### config.mk
export PLATFORM = sky130hd
export DESIGN_NAME = mlp_load_sequencer
export DESIGN_NICKNAME = d
export VERILOG_FILES = /design/src/rtl/mlp_load_sequencer.sv
export SDC_FILE = /design/constraint.sdc
export NUM_CORES = 1
export LEC_CHECK = 0
export CAP_MARGIN = 15
export CELL_PAD_IN_SITES_DETAIL_PLACEMENT = 1
export CELL_PAD_IN_SITES_GLOBAL_PLACEMENT = 2
export CORE_MARGIN = 2
export CORE_UTILIZATION = 25
export CTS_BUF_LIST = sky130_fd_sc_hd__clkbuf_8
export DETAILED_ROUTE_END_ITERATION = 12
export GPL_TIMING_DRIVEN = 0
export PLACE_DENSITY = 0.78
export REMOVE_ABC_BUFFERS = 1
export SETUP_SLACK_MARGIN = 0.5
export SLEW_MARGIN = 0
export SYNTH_ARGS = -nofsm -noshare
export SYNTH_HDL_FRONTEND = slang
export SYNTH_SLANG_ARGS = --single-unit
### constraint.sdc
create_clock -name clk -period 2.2 [get_ports clk]
set_input_delay 0.44 -clock clk [delete_from_list [all_inputs] [get_ports clk]]
set_output_delay 0.44 -clock clk [all_outputs]
set_load 0.01 [all_outputs]
### src/rtl/mlp_load_sequencer.sv
// mlp_load_sequencer: feeds one MLP layer into MLP_acc_top.
// It reads the input matrix and weight SRAMs and replays 256 row-interleaved
// load beats onto the accelerator load interface. It then counts the returned
// result beats and pulses done_o when the expected number has arrived.
// Optional feature: define MLP_SEQ_PERF_CNT_EN to enable the busy-cycle
// counter on perf_cycles_o. When it is undefined, that output is tied to 0.
module mlp_load_sequencer #(
    parameter int DATA_W       = 16,
    parameter int RESULT_BEATS = 128,
    parameter int PERF_W       = 32
) (
    input  logic                clk,
    input  logic                rst_n,
    input  logic                start_i,
    input  logic [2:0]          layer_i,
    output logic                busy_o,
    output logic                done_o,
    output logic                in_rd_en_o,
    output logic [6:0]          in_rd_addr_o,
    input  logic [2*DATA_W-1:0] in_rd_data_i,
    output logic                w_rd_en_o,
    output logic [9:0]          w_rd_addr_o,
    input  logic [2*DATA_W-1:0] w_rd_data_i,
    output logic                load_en_o,
    output logic [2*DATA_W-1:0] load_payload_o,
    output logic                load_type_o,
    output logic [3:0]          input_load_number_o,
    output logic [2:0]          layer_number_o,
    output logic [2:0]          weight_number_o,
    input  logic                result_valid_i,
    output logic [PERF_W-1:0]   perf_cycles_o
);

    localparam int RW = $clog2(RESULT_BEATS + 1);
    localparam logic [RW-1:0] RES_MAX = RW'(RESULT_BEATS);

    typedef enum logic [1:0] {IDLE, ISSUE, DRAIN, WAIT_RES} state_t;

    state_t        state;
    logic [7:0]    bc;
    logic          drain_cnt;
    logic [RW-1:0] res_cnt;

    // stage 0 tags sit beside the registered SRAM address
    logic       v0, t0;
    logic [3:0] r0;
    logic [2:0] i0;
    // stage 1 tags line up with the SRAM read data
    logic       v1, t1;
    logic [3:0] r1;
    logic [2:0] i1;

    // Control FSM: issues one SRAM read per ISSUE cycle and tracks the results.
    always_ff @(posedge clk) begin
        if (!rst_n) begin
            state          <= IDLE;
            bc             <= '0;
            drain_cnt      <= 1'b0;
            res_cnt        <= '0;
            busy_o         <= 1'b0;
            done_o         <= 1'b0;
            in_rd_en_o     <= 1'b0;
            in_rd_addr_o   <= '0;
            w_rd_en_o      <= 1'b0;
            w_rd_addr_o    <= '0;
            layer_number_o <= '0;
            v0             <= 1'b0;
            t0             <= 1'b0;
            r0             <= '0;
            i0             <= '0;
        end else begin
            done_o     <= 1'b0;
            in_rd_en_o <= 1'b0;
            w_rd_en_o  <= 1'b0;
            v0         <= 1'b0;
            case (state)
                IDLE: begin
                    if (start_i) begin
                        state          <= ISSUE;
                        busy_o         <= 1'b1;
                        layer_number_o <= layer_i;
                        bc             <= '0;
                        res_cnt        <= '0;
                    end
                end
                ISSUE: begin
                    v0 <= 1'b1;
                    t0 <= ~bc[3];
                    r0 <= bc[7:4];
                    i0 <= bc[2:0];
                    if (!bc[3]) begin
                        in_rd_en_o   <= 1'b1;
                        in_rd_addr_o <= {bc[7:4], bc[2:0]};
                    end else begin
                        w_rd_en_o   <= 1'b1;
                        w_rd_addr_o <= {layer_number_o, bc[7:4], bc[2:0]};
                    end
                    bc <= bc + 8'd1;
                    if (bc == 8'hFF) begin
                        state     <= DRAIN;
                        drain_cnt <= 1'b0;
                    end
                end
                DRAIN: begin
                    drain_cnt <= 1'b1;
                    if (drain_cnt) state <= WAIT_RES;
                end
                WAIT_RES: begin
                    if (res_cnt == RES_MAX) begin
                        state  <= IDLE;
                        busy_o <= 1'b0;
                        done_o <= 1'b1;
                    end
                end
                default: state <= IDLE;
            endcase
            if (state != IDLE && result_valid_i && res_cnt != RES_MAX)
                res_cnt <= res_cnt + 1'b1;
        end
    end

    // Beat pipeline: carries the tags past the SRAM latency and registers the payload.
    always_ff @(posedge clk) begin
        if (!rst_n) begin
            v1                  <= 1'b0;
            t1                  <= 1'b0;
            r1                  <= '0;
            i1                  <= '0;
            load_en_o           <= 1'b0;
            load_payload_o      <= '0;
            load_type_o         <= 1'b0;
            input_load_number_o <= '0;
            weight_number_o     <= '0;
        end else begin
            v1        <= v0;
            t1        <= t0;
            r1        <= r0;
            i1        <= i0;
            load_en_o <= v1;
            if (v1) begin
                load_payload_o      <= t1 ? in_rd_data_i : w_rd_data_i;
                load_type_o         <= t1;
                input_load_number_o <= r1;
                if (!t1) weight_number_o <= i1;
            end else begin
                load_payload_o <= '0;
                load_type_o    <= 1'b0;
            end
        end
    end

`ifdef MLP_SEQ_PERF_CNT_EN
    // Busy-cycle counter: cleared on start and frozen once the job returns to IDLE.
    always_ff @(posedge clk) begin
        if (!rst_n)
            perf_cycles_o <= '0;
        else if (state == IDLE && start_i)
            perf_cycles_o <= '0;
        else if (state != IDLE)
            perf_cycles_o <= perf_cycles_o + PERF_W'(1);
    end
`else
    assign perf_cycles_o = '0;
`endif

endmodule

==> results.py <==
metrics = {
    "clock_network": {
        "clock_latency_ns": 0.38,
        "cts_tree": "built",
        "cts_sinks": 102,
        "cts_root_buf": "clkbuf_8",
        "h-tree-depth": 3,
        "numCtsBuffers": 9,
        "path_clk_slew_ns": 0.09,
        "clockBufferDepth": 2,
    },
    "hold_path": {
        "holdCritPathClass": "reg2reg",
    },
    "power_and_ir_drop": {
        "powerDensity_nw_per_um2": 746,
        "p_leak_nw": 2.66,
        "switching_share_pct": 31.0,
        "switchingPower_mw": 1.37,
        "vdd_drop_max_mv": 0.312,
        "combPwrFrac_pct": 30.2,
        "p_int_mw": 3.05,
        "pwr-share-clk_pct": 23.9,
        "p_seq_share_pct": 45.8,
    },
    "timing": {
        "finalSetupTns_ns": 0,
        "maxSlewViolCount": 0,
        "fin_crit_ns": 1.66,
        "worst_slew_margin_rel_pct": 58.8,
        "skew_ns": 0.0122,
        "setup_violations": 0,
        "worst_pin_slew_ns": 0.616,
        "setup_slack_ns": 0.541,
        "finalHoldViolCount": 0,
        "whs_ns": 0.445,
        "rsz0062_at_grt": "yes",
        "period_share_pct": 75.4,
        "fmax_mhz": 603,
    },
    "finish": {
        "nets": 657,
        "drive_gt1_share_pct": 10.8,
        "final_common_cell": "dfxtp_1",
        "n_antenna_cell": 0,
        "final_cells": 800,
        "synthToLayoutAreaGrowth_pct": 45.3,
        "final_cell_mix": "94 x dfxtp_1, 70 x clkdlybuf4s50_1, 60 x nor2_1, 50 x mux2i_1, 50 x nand2_1",
        "design_area_sq_um": 5920,
    },
    "synthesis": {
        "ys_warn_count": 0,
        "yosysTopAreaCell": "dfxtp_1",
        "ys_ff_latch": 102,
        "ys_types": 38,
        "ys_seq_area_share_pct": 50.1,
        "yosys_most_used_dff": "dfxtp_1",
        "async_flop_share_pct": 0,
        "syn_inst": 442,
        "syn_avg_cell_area_sq_um": 9.22,
        "synth-edff-count": 0,
        "netlist_area_sq_um": 4080,
        "yosysTopAreaCellShare_pct": 50.1,
        "ys_top_cells_by_area": "dfxtp_1 50%, mux2i_1 13%, buf_4 5.9%, nor2_1 5.5%, nand2_1 4.9%",
    },
    "setup_path": {
        "crit_start": "load_payload_o[25]$_SDFF_PN0_",
        "r2r-start": "state[1]$_SDFFE_PN0P_",
        "crit_family": "buffers and inverters",
        "crit_buf_inv": 1,
        "crit_chain": "clkdlybuf4s50_1",
        "cp-end-kind": "primary output",
        "crit_end": "load_payload_o[25]",
        "slowest_stage": "clkdlybuf4s50_1",
        "ff2ff_setup_slack_ns": 0.56,
        "cp.depth": 1,
        "crit_type": "reg2out",
        "critPathMaxFanout": 1,
        "critPathArrivalTime_ns": 1.22,
        "cp.required_ns": 1.76,
        "slowest_delay_ns": 0.53,
        "rr_worst_depth": 6,
        "critPathLaunchType": "flop",
        "reg2reg_to": "res_cnt[6]$_SDFFE_PN0P_",
    },
    "place": {
        "numPortBuffers": 135,
        "place.gp.congestion": 0.785,
        "dp_hpwl_mm": 8.50,
        "place_area_sq_um": 5530,
        "place_inst": 770,
        "dp_slack_ns": -0.882,
    },
    "global_routing": {
        "grt_pass1_wl_mm": 19.1,
        "overflow": 0,
        "grt_usage_pct": 13.9,
        "grt_max_degree": 34,
        "antenna_found_initial": 0,
        "grt_pass1_vias": 3490,
    },
    "floorplanning": {
        "initial_utilization_pct": 25.7,
        "ios": 168,
        "dieArea_sq_um": 17300,
        "die_h_um": 132,
        "dieWidth_um": 132,
        "core_area_sq_um": 15900,
        "std_cell_rows": 46,
    },
    "routing": {
        "drt_iter0_markers": 124,
        "drt_pre_antenna_iters": 5,
        "vias_per_cell": 4.26,
        "wl_per_cell_um": 14.9,
        "postRouteAntennaNets": 0,
        "via_count": 3411,
        "drt-total-wl_mm": 11.9,
        "drc": 0,
    },
    "outcome": {
        "outcome": "finished, final reports clean",
    },
    "run": {
        "maxCapViolCount": 0,
    },
}
-- metrics by stage --
step,power (mW),util (%)
after floorplan,2.67,-
after global placement,3.05,34.5
after detailed placement,3.09,34.8
after CTS,4.38,36.5
after global routing,4.70,37.3
final,4.42,37.3
-- power by group through the flow --
| stage | combinational [mW] | clock [mW] | sequential, mW |
|---|---|---|---|
| detailed placement | 1.02 | 0 | 2.07 |
| floorplan | 0.569 | 0 | 2.10 |
| CTS | 1.23 | 1.12 | 2.03 |
| global route | 1.46 | 1.20 | 2.04 |
| global placement | 0.942 | 0 | 2.11 |
| finish | 1.34 | 1.06 | 2.03 |
-- routing by layer --
layer	track usage [%]	wire, um
met5	0	0
met3	4.67	777
met2	22.8	5590
met1	16.8	5390
met4	5.07	147
-- Yosys cell counts, types with 2 or more instances --
| library cell | number |
|---|---|
| xor2_1 | 4 |
| nor2b_1 | 3 |
| nand3b_1 | 4 |
| dfxtp_1 | 102 |
| nor2_1 | 60 |
| o21a_1 | 3 |
| a21oi_1 | 29 |
| mux2i_1 | 52 |
| xnor2_1 | 2 |
| buf_4 | 32 |
| or3_1 | 3 |
| ha_1 | 7 |
| inv_1 | 8 |
| nor3_1 | 3 |
| nand2b_1 | 5 |
| nand3_1 | 7 |
| nand4_1 | 4 |
| clkbuf_1 | 17 |
| and2_1 | 12 |
| and3_1 | 4 |
| buf_2 | 5 |
| buf_1 | 2 |
| nand2_1 | 53 |
| o21ai_0 | 7 |
-- cell families after synthesis --
| kind of cell | Yosys count | share of synthesized area, % |
|---|---|---|
| AO/OA/AOI/OAI | 46 | 6.29 |
| XOR/XNOR | 6 | 1.29 |
| adder cells (fa/ha/maj) | 7 | 2.15 |
| buffers and inverters | 65 | 9.09 |
| flip-flops | 102 | 50.1 |
| multiplexers | 53 | 13.0 |
| other | 1 | 0.0920 |
| AND/OR/NAND/NOR | 162 | 17.9 |
-- worst min-delay path by stage --
stage	start	to	slack, ns	cells after the start
final	v0$_SDFF_PN0_	v1$_SDFF_PN0_	0.45	1
after CTS	v0$_SDFF_PN0_	v1$_SDFF_PN0_	0.45	1
after floorplan	v0$_SDFF_PN0_	v1$_SDFF_PN0_	0.41	1
after global placement	v0$_SDFF_PN0_	v1$_SDFF_PN0_	0.42	1
after global routing	v0$_SDFF_PN0_	v1$_SDFF_PN0_	0.47	1
after detailed placement	v0$_SDFF_PN0_	v1$_SDFF_PN0_	0.43	1
-- area by class of cell --
cell class	count	area, sq um
inverters	9	37.5
clock buffers	9	124
flip-flops and latches	102	2060
repair buffers	151	1510
fillers	1845	9960
clock inverters	7	42.5
multi-input cells	306	1880
well taps	216	270
-- what timing repair did --
action | in CTS | in global routing
setup endpoints to repair | 136 | 47
pin swaps | 3 | 5
resized for setup | 76 | 31
buffers inserted | 9 | 5
hold buffers | 0 | 0
endpoints found under the hold margin | 0 | 0
-- sequential cells by signal (all words and copies together) (netlist names), 4 cells and up --
signal	cells
bc	8
in_rd_addr_o	7
input_load_number_o	4
load_payload_o	32
r0	4
r1	4
res_cnt	8
w_rd_addr_o	10
(Power assumes the default switching activity.)
